`config.mk`:
```
export PLATFORM = sky130hd
export DESIGN_NAME = trng_health
export DESIGN_NICKNAME = d
export VERILOG_FILES = /design/src/rtl/trng_health.sv
export SDC_FILE = /design/constraint.sdc
export NUM_CORES = 1
export LEC_CHECK = 0
export ABC_AREA = 1
export BUFFER_PORTS_ARGS = -buffer_cell sky130_fd_sc_hd__buf_2
export CAP_MARGIN = 25
export CORE_MARGIN = 2
export CORE_UTILIZATION = 51
export DETAILED_ROUTE_END_ITERATION = 6
export PLACE_DENSITY = 0.74
export SKIP_CTS_REPAIR_TIMING = 1
export SLEW_MARGIN = 20
export SYNTH_ARGS = -nofsm -noshare
export SYNTH_HDL_FRONTEND = slang
export SYNTH_SLANG_ARGS = --single-unit
```
`constraint.sdc`:
```
create_clock -name clk -period 2.5 [get_ports clk]
set_input_delay 0.125 -clock clk [delete_from_list [all_inputs] [get_ports clk]]
set_output_delay 0.125 -clock clk [all_outputs]
set_load 0.02 [all_outputs]
```
`src/rtl/trng_health.sv`:
```
// Online RCT/APT health tests on raw ring-oscillator entropy words, with a
// single-word output buffer exposed over the cs/we/address register API.
module trng_health #(
  parameter logic [7:0]  RCT_CUTOFF = 8'd32,
  parameter logic [15:0] APT_WINDOW = 16'd1024,
  parameter logic [15:0] APT_CUTOFF = 16'd589
) (
  input  logic        clk,
  input  logic        reset_n,
  input  logic [31:0] raw_data,
  input  logic        raw_valid,
  output logic        raw_ack,
  input  logic        cs,
  input  logic        we,
  input  logic [7:0]  address,
  input  logic [31:0] write_data,
  output logic [31:0] read_data,
  output logic        ready
);

  localparam logic [1:0] S_IDLE   = 2'd0;
  localparam logic [1:0] S_TEST   = 2'd1;
  localparam logic [1:0] S_COMMIT = 2'd2;

  localparam int PW = $clog2(APT_WINDOW);
  localparam logic [PW-1:0] APT_LAST = PW'(APT_WINDOW - 16'd1);

  localparam logic [7:0] A_CTRL   = 8'h08;
  localparam logic [7:0] A_STATUS = 8'h09;
  localparam logic [7:0] A_WORDS  = 8'h0a;
  localparam logic [7:0] A_DATA   = 8'h20;

  logic [1:0]    state_q, state_d;
  logic [31:0]   shift_q, shift_d;
  logic [4:0]    bit_idx_q, bit_idx_d;
  logic [31:0]   data_q, data_d;
  logic          data_valid_q, data_valid_d;
  logic [31:0]   word_ctr_q, word_ctr_d;
  logic          rct_last_q, rct_last_d;
  logic [7:0]    rct_cnt_q, rct_cnt_d;
  logic          rct_fail_q, rct_fail_d;
  logic          apt_ref_q, apt_ref_d;
  logic [15:0]   apt_cnt_q, apt_cnt_d;
  logic [PW-1:0] apt_pos_q, apt_pos_d;
  logic          apt_fail_q, apt_fail_d;

  logic        rd_en, clr, data_rd, fail, test_bit;
  logic [7:0]  rct_cnt_nx;
  logic [15:0] apt_cnt_nx;
  logic        rct_hit, apt_hit;
  logic        unused_wd;

  assign unused_wd = ^write_data[31:1];

  assign ready    = cs;
  assign rd_en    = cs & ~we;
  assign clr      = cs & we & (address == A_CTRL) & write_data[0];
  assign data_rd  = rd_en & (address == A_DATA);
  assign fail     = rct_fail_q | apt_fail_q;
  // A clear edge never accepts a word, so the new test state starts clean.
  assign raw_ack  = reset_n & (state_q == S_IDLE) & raw_valid & ~fail & ~clr;
  assign test_bit = shift_q[31];

  assign rct_cnt_nx = (rct_cnt_q != 8'd0 && test_bit == rct_last_q)
                      ? ((rct_cnt_q == 8'hff) ? 8'hff : rct_cnt_q + 8'd1)
                      : 8'd1;
  assign apt_cnt_nx = (apt_pos_q == '0) ? 16'd1
                      : apt_cnt_q + {15'd0, test_bit == apt_ref_q};
  assign rct_hit    = rct_cnt_nx >= RCT_CUTOFF;
  assign apt_hit    = (apt_pos_q == APT_LAST) && (apt_cnt_nx >= APT_CUTOFF);

  always_comb begin
    read_data = 32'd0;
    if (rd_en) begin
      case (address)
        A_STATUS: read_data = {29'd0, apt_fail_q, rct_fail_q, data_valid_q};
        A_WORDS:  read_data = word_ctr_q;
        A_DATA:   read_data = data_q;
        default:  read_data = 32'd0;
      endcase
    end
  end

  always_comb begin
    state_d      = state_q;
    shift_d      = shift_q;
    bit_idx_d    = bit_idx_q;
    data_d       = data_q;
    data_valid_d = data_valid_q & ~data_rd;
    word_ctr_d   = word_ctr_q;
    rct_last_d   = rct_last_q;
    rct_cnt_d    = rct_cnt_q;
    rct_fail_d   = rct_fail_q;
    apt_ref_d    = apt_ref_q;
    apt_cnt_d    = apt_cnt_q;
    apt_pos_d    = apt_pos_q;
    apt_fail_d   = apt_fail_q;
    if (clr) begin
      rct_cnt_d  = 8'd0;
      rct_fail_d = 1'b0;
      apt_cnt_d  = 16'd0;
      apt_pos_d  = '0;
      apt_fail_d = 1'b0;
      state_d    = S_IDLE;
    end else begin
      case (state_q)
        S_IDLE: begin
          if (raw_ack) begin
            shift_d   = raw_data;
            bit_idx_d = 5'd0;
            state_d   = S_TEST;
          end
        end
        S_TEST: begin
          // Rotate so the captured word is intact again after 32 bits.
          shift_d    = {shift_q[30:0], shift_q[31]};
          bit_idx_d  = bit_idx_q + 5'd1;
          rct_last_d = test_bit;
          rct_cnt_d  = rct_cnt_nx;
          apt_cnt_d  = apt_cnt_nx;
          apt_pos_d  = apt_pos_q + 1'b1;
          if (apt_pos_q == '0) apt_ref_d = test_bit;
          if (rct_hit) rct_fail_d = 1'b1;
          if (apt_hit) apt_fail_d = 1'b1;
          if (bit_idx_q == 5'd31) state_d = S_COMMIT;
        end
        S_COMMIT: begin
          if (fail) begin
            state_d = S_IDLE;
          end else if (!data_valid_q) begin
            data_d       = shift_q;
            data_valid_d = 1'b1;
            word_ctr_d   = word_ctr_q + 32'd1;
            state_d      = S_IDLE;
          end
        end
        default: state_d = S_IDLE;
      endcase
    end
  end

  always_ff @(posedge clk) begin
    if (!reset_n) begin
      state_q      <= S_IDLE;
      shift_q      <= 32'd0;
      bit_idx_q    <= 5'd0;
      data_q       <= 32'd0;
      data_valid_q <= 1'b0;
      word_ctr_q   <= 32'd0;
      rct_last_q   <= 1'b0;
      rct_cnt_q    <= 8'd0;
      rct_fail_q   <= 1'b0;
      apt_ref_q    <= 1'b0;
      apt_cnt_q    <= 16'd0;
      apt_pos_q    <= '0;
      apt_fail_q   <= 1'b0;
    end else begin
      state_q      <= state_d;
      shift_q      <= shift_d;
      bit_idx_q    <= bit_idx_d;
      data_q       <= data_d;
      data_valid_q <= data_valid_d;
      word_ctr_q   <= word_ctr_d;
      rct_last_q   <= rct_last_d;
      rct_cnt_q    <= rct_cnt_d;
      rct_fail_q   <= rct_fail_d;
      apt_ref_q    <= apt_ref_d;
      apt_cnt_q    <= apt_cnt_d;
      apt_pos_q    <= apt_pos_d;
      apt_fail_q   <= apt_fail_d;
    end
  end

endmodule

```
=== Yosys cells after proc, flatten, opt, wreduce, memory -nomap -nowiden ===
Cells that the tools add are included.

* Register bits: 142
* Latch bits: 0
* Memory bits (writable): 0
* Bits in read-only memories: 0
* Output and inout bits: 34
* Memories kept: 0

* Add/subtract/negate cells: 5
* Multiply operators: 0
* Div/mod/pow operators: 0
* $lt $le $gt $ge: 2
* Equal/unequal tests: 14
* Shift operators: 0
* Muxes and demuxes: 18
* Bitwise gates (word level): 17
* Reductions and logical operators: 14

{| class="wikitable"
|+ Operators by type and width
! operator !! number
|-
| 32-bit case mux with 3 select lines || 1
|-
| 32-bit 2-to-1 mux || 2
|-
| 32-bit case mux with 2 select lines || 1
|-
| 32-bit by 1-bit adder with 32-bit output, second input constant || 1
|-
| 8-bit by 4-bit equality test with 1-bit output, second input constant || 3
|-
| 16-bit by 1-bit adder with 16-bit output || 1
|-
| 16-bit by 10-bit >= comparator with 1-bit output, second input constant || 1
|-
| 16-bit 2-to-1 mux || 1
|-
| 8-bit 2-to-1 mux || 2
|-
| 10-bit by 1-bit adder with 10-bit output, second input constant || 1
|-
| 1-bit AND || 10
|-
| 10-bit equality test, second input constant || 1
|-
| 10-bit zero test || 1
|-
| 5-bit case mux with 2 select lines || 1
|-
| 3-bit AND reduction || 3
|-
| 8-bit by 1-bit adder with 8-bit output, second input constant || 1
|-
| 8-bit by 6-bit equality test with 1-bit output, second input constant || 1
|-
| 8-bit equality test, second input constant || 1
|-
| 8-bit by 6-bit >= comparator with 1-bit output, second input constant || 1
|-
| 2-bit 2-to-1 mux || 4
|-
| 8-bit nonzero test || 1
|-
| 1-bit inverter || 6
|-
| 2-bit case mux with 3 select lines || 1
|-
| 2-bit AND reduction || 3
|-
| 15 further kinds || 21
|}

=== Logic depth before layout (Yosys ltp) ===
* Depth after elaboration: 9
* Depth in mapped cells: 15
* Depth with buffers taken out: 15

=== Worst setup path before layout ===
Ideal clock, no wire load.

* Path type: register to register
* From: register shift_q[31]
* To: register apt_fail_q
* Setup time: 0.132 ns
* Data arrival time: 1.714 ns
* Data required time: 2.368 ns
* Setup slack: 0.653 ns
* Cell stages (with the launch flop): 15
* Clock period less this slack: 1.847 ns
* Cells stage by stage: dfxtp_1 > xnor2_1 > ha_1 > ha_1 > nand3_1 > nor2_1 > nand2_1 > nor2_1 > nand2_1 > nand3_1 > nand2_1 > nor2_1 > nand2_1 > nand2_1 > a21oi_1

* Word-level cells in the longest chain between the ends: 6

{| class="wikitable"
|+ RTL lines
! element !! line !! RTL
|-
| start: declaration || 34 || <nowiki>logic [31:0] shift_q, shift_d;</nowiki>
|-
| start signal: assignment || 159 || <nowiki>shift_q <= shift_d;</nowiki>
|-
| 1-bit equality test || 68 || <nowiki>: apt_cnt_q + {15'd0, test_bit == apt_ref_q};</nowiki>
|-
| 16-bit by 1-bit adder with 16-bit output || 68 ||
|-
| 16-bit 2-to-1 mux || 67 || <nowiki>assign apt_cnt_nx = (apt_pos_q == '0) ? 16'd1</nowiki>
|-
| 16-bit by 10-bit >= comparator with 1-bit output || 70 || <nowiki>assign apt_hit = (apt_pos_q == APT_LAST) && (apt_cnt_nx >= APT_CUTOFF);</nowiki>
|-
| 1-bit logical AND || 70 ||
|-
| 2-bit AND reduction (no source line) || -- ||
|-
| end signal: assignment || 170 || <nowiki>apt_fail_q <= apt_fail_d;</nowiki>
|-
| end: declaration || 45 || <nowiki>logic apt_fail_q, apt_fail_d;</nowiki>
|}

Every way passes these cells.
A chain may end at the register's enable or synchronous reset.

=== Worst setup path after layout ===
Same ends and word-level chain as after synthesis.

==> results.cfg <==
[synth]
yosys-top-cells-area = dfxtp_1, nand2_1, a21oi_1, o21ai_0, nor2_1
async_flop_share_pct = 0
synth.net_count = 1165
netlist_instances = 1079
yosysTopAreaCellShare_pct = 37.8
syn_area_per_cell_sq_um = 6.97
synth_edf_count = 0
ys_warn_count = 0
synth-seq-cells = 142
netlist_area_sq_um = 7520
ys_seq_area_share_pct = 37.8
synth_area_leader_cell = dfxtp_1
synthFlopType = dfxtp_1
synth.distinct_cells = 48

[global_route]
grt_pass1_wl_um = 31400
grt_pass1_vias = 6602
grt_max_degree = 62
track_usage_pct = 23.9
overflow = 0
antenna_found_initial = 0

[drt]
drt-vias-per-instance = 5.34
vias = 7120
drt_iter0_drc = 550
dr.pass1.iters = 5
drt.antenna.violating_nets = 0
drt-total-wl_um = 18500
route.detailed.drc = 0
avgRoutedWirePerCell_um = 13.8

[hold_path]
hold_path_depth = 3
worstHoldStart = raw_data[0]
holdCritPathClass = in -> reg
min_to = shift_q[0]

[critical_path]
worst-r2r-cell-count = 14
crit_chain = xnor2_1 > ha_1 > ha_1 > nand3_1 > nor2_1 > nand2_1 > nor2_1 > nand2_1 > nand3_1 > nand2_1 > nor2_1 > nand2_1 > nand2_1 > a21oi_1
critical-path-top-delay-family = simple AND/OR/NAND/NOR gates
r2r_end = apt_fail_q
cp_common_cell = nand2_1
cp-end-kind = flop
cp.buffers_inverters = 0
cp-startpoint = shift_q[31]
start_kind = flop
required_ns = 2.81
reg2reg_slack_ns = 0.33
cpMaxStageDelayCell = dfxtp_1
cp_slowest_stage_delay_ns = 0.38
r2r-start = shift_q[31]
cp_data_arrival_time_ns = 2.48
cp_max_fo = 4
crit_type = reg -> reg

[sta]
finalSetupTns_ns = 0
finalCritPeriodShare_pct = 86.8
rsz0062_at_grt = false
setup-violations-final = 0
tightest_slew_ns = 0.569
timing.fmax_mhz = 461
slew_headroom_pct = 62.0
hold_viol_final = 0
min_period_ns = 2.17
holdWs_ns = 0.0538
slew_violations = 0
worst_slack_ns = 0.331
finClkSkew_ns = 0.00949

[floorplanning]
die_w_um = 125
dieArea_sq_um = 15700
initial_core_util_pct = 51.9
ioPinCount = 111
dieHeight_um = 125
coreArea_sq_um = 14500
placementRows = 44

[finish]
final_net_count = 1223
fin_area_sq_um = 8620
syn_to_final_growth_pct = 14.7
instances_no_fill = 1334
diodes = 0
final_core_util_pct = 59.5
drive_above_1_share_pct = 16.3
nFillCells = 1346

[flow_run]
drv_cap = 0

[clock_tree]
cts_sinks = 142
clk_pin_slew_worst_paths_ns = 0.06
numCtsBuffers = 17
max-clock-path-buffers = 2
cts_root_buf = clkbuf_16
clk_latency_ns = 0.42
h-tree-depth = 4
cts_tree = built

[run_status]
outcome = completed

[placement]
place_area_sq_um = 8040
pre_cts_ws_ns = 0.359
routabilityCongestion = 0.916
dp_hpwl_um = 13000
place_inst = 1301
port-buffer-count = 79

[pwr]
irDropWorstVdd_uv = 526
leakage_nw = 3.38
power_mw = 5.33
powerDensity_nw_per_um2 = 618
## tightest hold or removal path: cells and delay by family
family	cells	cell delay (ns)
buffers and inverters	1	0.09
AO/OA/AOI/OAI	2	0.21
## cells by family (layout without fill, tap and decap cells)
logic type | Yosys count | count (layout) | synth area share, %
buffers and inverters | 169 | 240 | 9.27
XOR/XNOR | 18 | 18 | 2.20
adder cells (fa/ha/maj) | 9 | 9 | 1.50
AO/OA/AOI/OAI | 273 | 273 | 21.4
AND/OR/NAND/NOR | 468 | 468 | 27.8
flip-flops | 142 | 142 | 37.8
## registers in the layout, summed over array words and instances, names as in the netlist, 2 cells and up
name        count
rct_cnt_q       8
apt_pos_q      10
shift_q        32
data_q         32
apt_cnt_q      16
state_q         2
bit_idx_q       5
word_ctr_q     32
## metal layers
layer | up-vias | track usage [%] | wire, um
met5 | - | 0 | 0
met4 | 0 | 8.63 | 396
met3 | 27 | 4.07 | 841
met2 | 177 | 35.9 | 7910
met1 | 3226 | 34.6 | 9320
li1 | 3690 | - | -
## cell type report
type                    count  area, sq um  share of cell area, %
clock inverters            12          110                   1.28
clock buffers              20          447                   5.18
well taps                 184          230                   2.67
inverters                 114          428                   4.96
multi-input cells         768         4000                   46.4
repair buffers             94          566                   6.56
flip-flops and latches    142         2840                   33.0
## power breakdown
group          internal, mW  leakage [nW]  switching (mW)  total (mW)
registers              2.35          1.15          0.0475        2.40
logic                 0.191          1.96           0.338       0.529
clock network          1.40         0.263            1.00        2.40
total                  3.94          3.38            1.39        5.33
## layout by cell type, fill, tap and decap left out, types with 3 or more instances in the layout
master,Yosys,routed
nor2_1,120,119
nor3b_1,4,4
nand4_1,15,15
ha_1,9,9
nand3_1,71,71
dfxtp_1,142,142
o21ai_1,4,4
o221ai_1,3,3
a211oi_1,6,6
a21oi_1,116,116
xnor2_1,6,6
inv_2,11,11
a211oi_2,25,25
inv_6,0,3
xor2_1,11,11
clkbuf_16,0,17
o21ai_0,107,107
buf_2,14,79
clkinv_2,0,3
and3_1,3,3
clkinvlp_4,0,4
buf_4,4,11
nor3_1,21,21
inv_1,103,103
nand2_1,204,204
nor2_2,5,6
buf_12,0,3
nand2_2,4,4
nor3_2,4,4
## worst max-delay path by stage
stage	to	depth (start not counted)
after global placement	apt_fail_q	14
after CTS	apt_fail_q	14
final	apt_fail_q	14
after floorplan	apt_fail_q	14
after global routing	apt_fail_q	12
after detailed placement	apt_fail_q	14
## Yosys cell counts (2+ instances only)
cell type and number:
nor3_1 21, nor2_4 2, nand3_1 71, a21oi_2 2, nand4_1 15, o221ai_1 3, a21o_1 2, dfxtp_1 142
or2_1 2, a21oi_1 116, buf_4 4, nand2_2 4, o21bai_1 2, buf_2 14, and3_1 3, nor3b_1 4
a211oi_1 6, buf_6 4, a211oi_2 25, nand2_1 204, xnor2_1 6, nor4_2 2, nor2_2 5, xor2_1 11
inv_1 103, clkbuf_1 33, nand3b_1 2, inv_2 11, nor2_1 120, ha_1 9, nor3_2 4, o21ai_0 107
a31oi_1 2, o21ai_1 4
(Power assumes the default switching activity.)
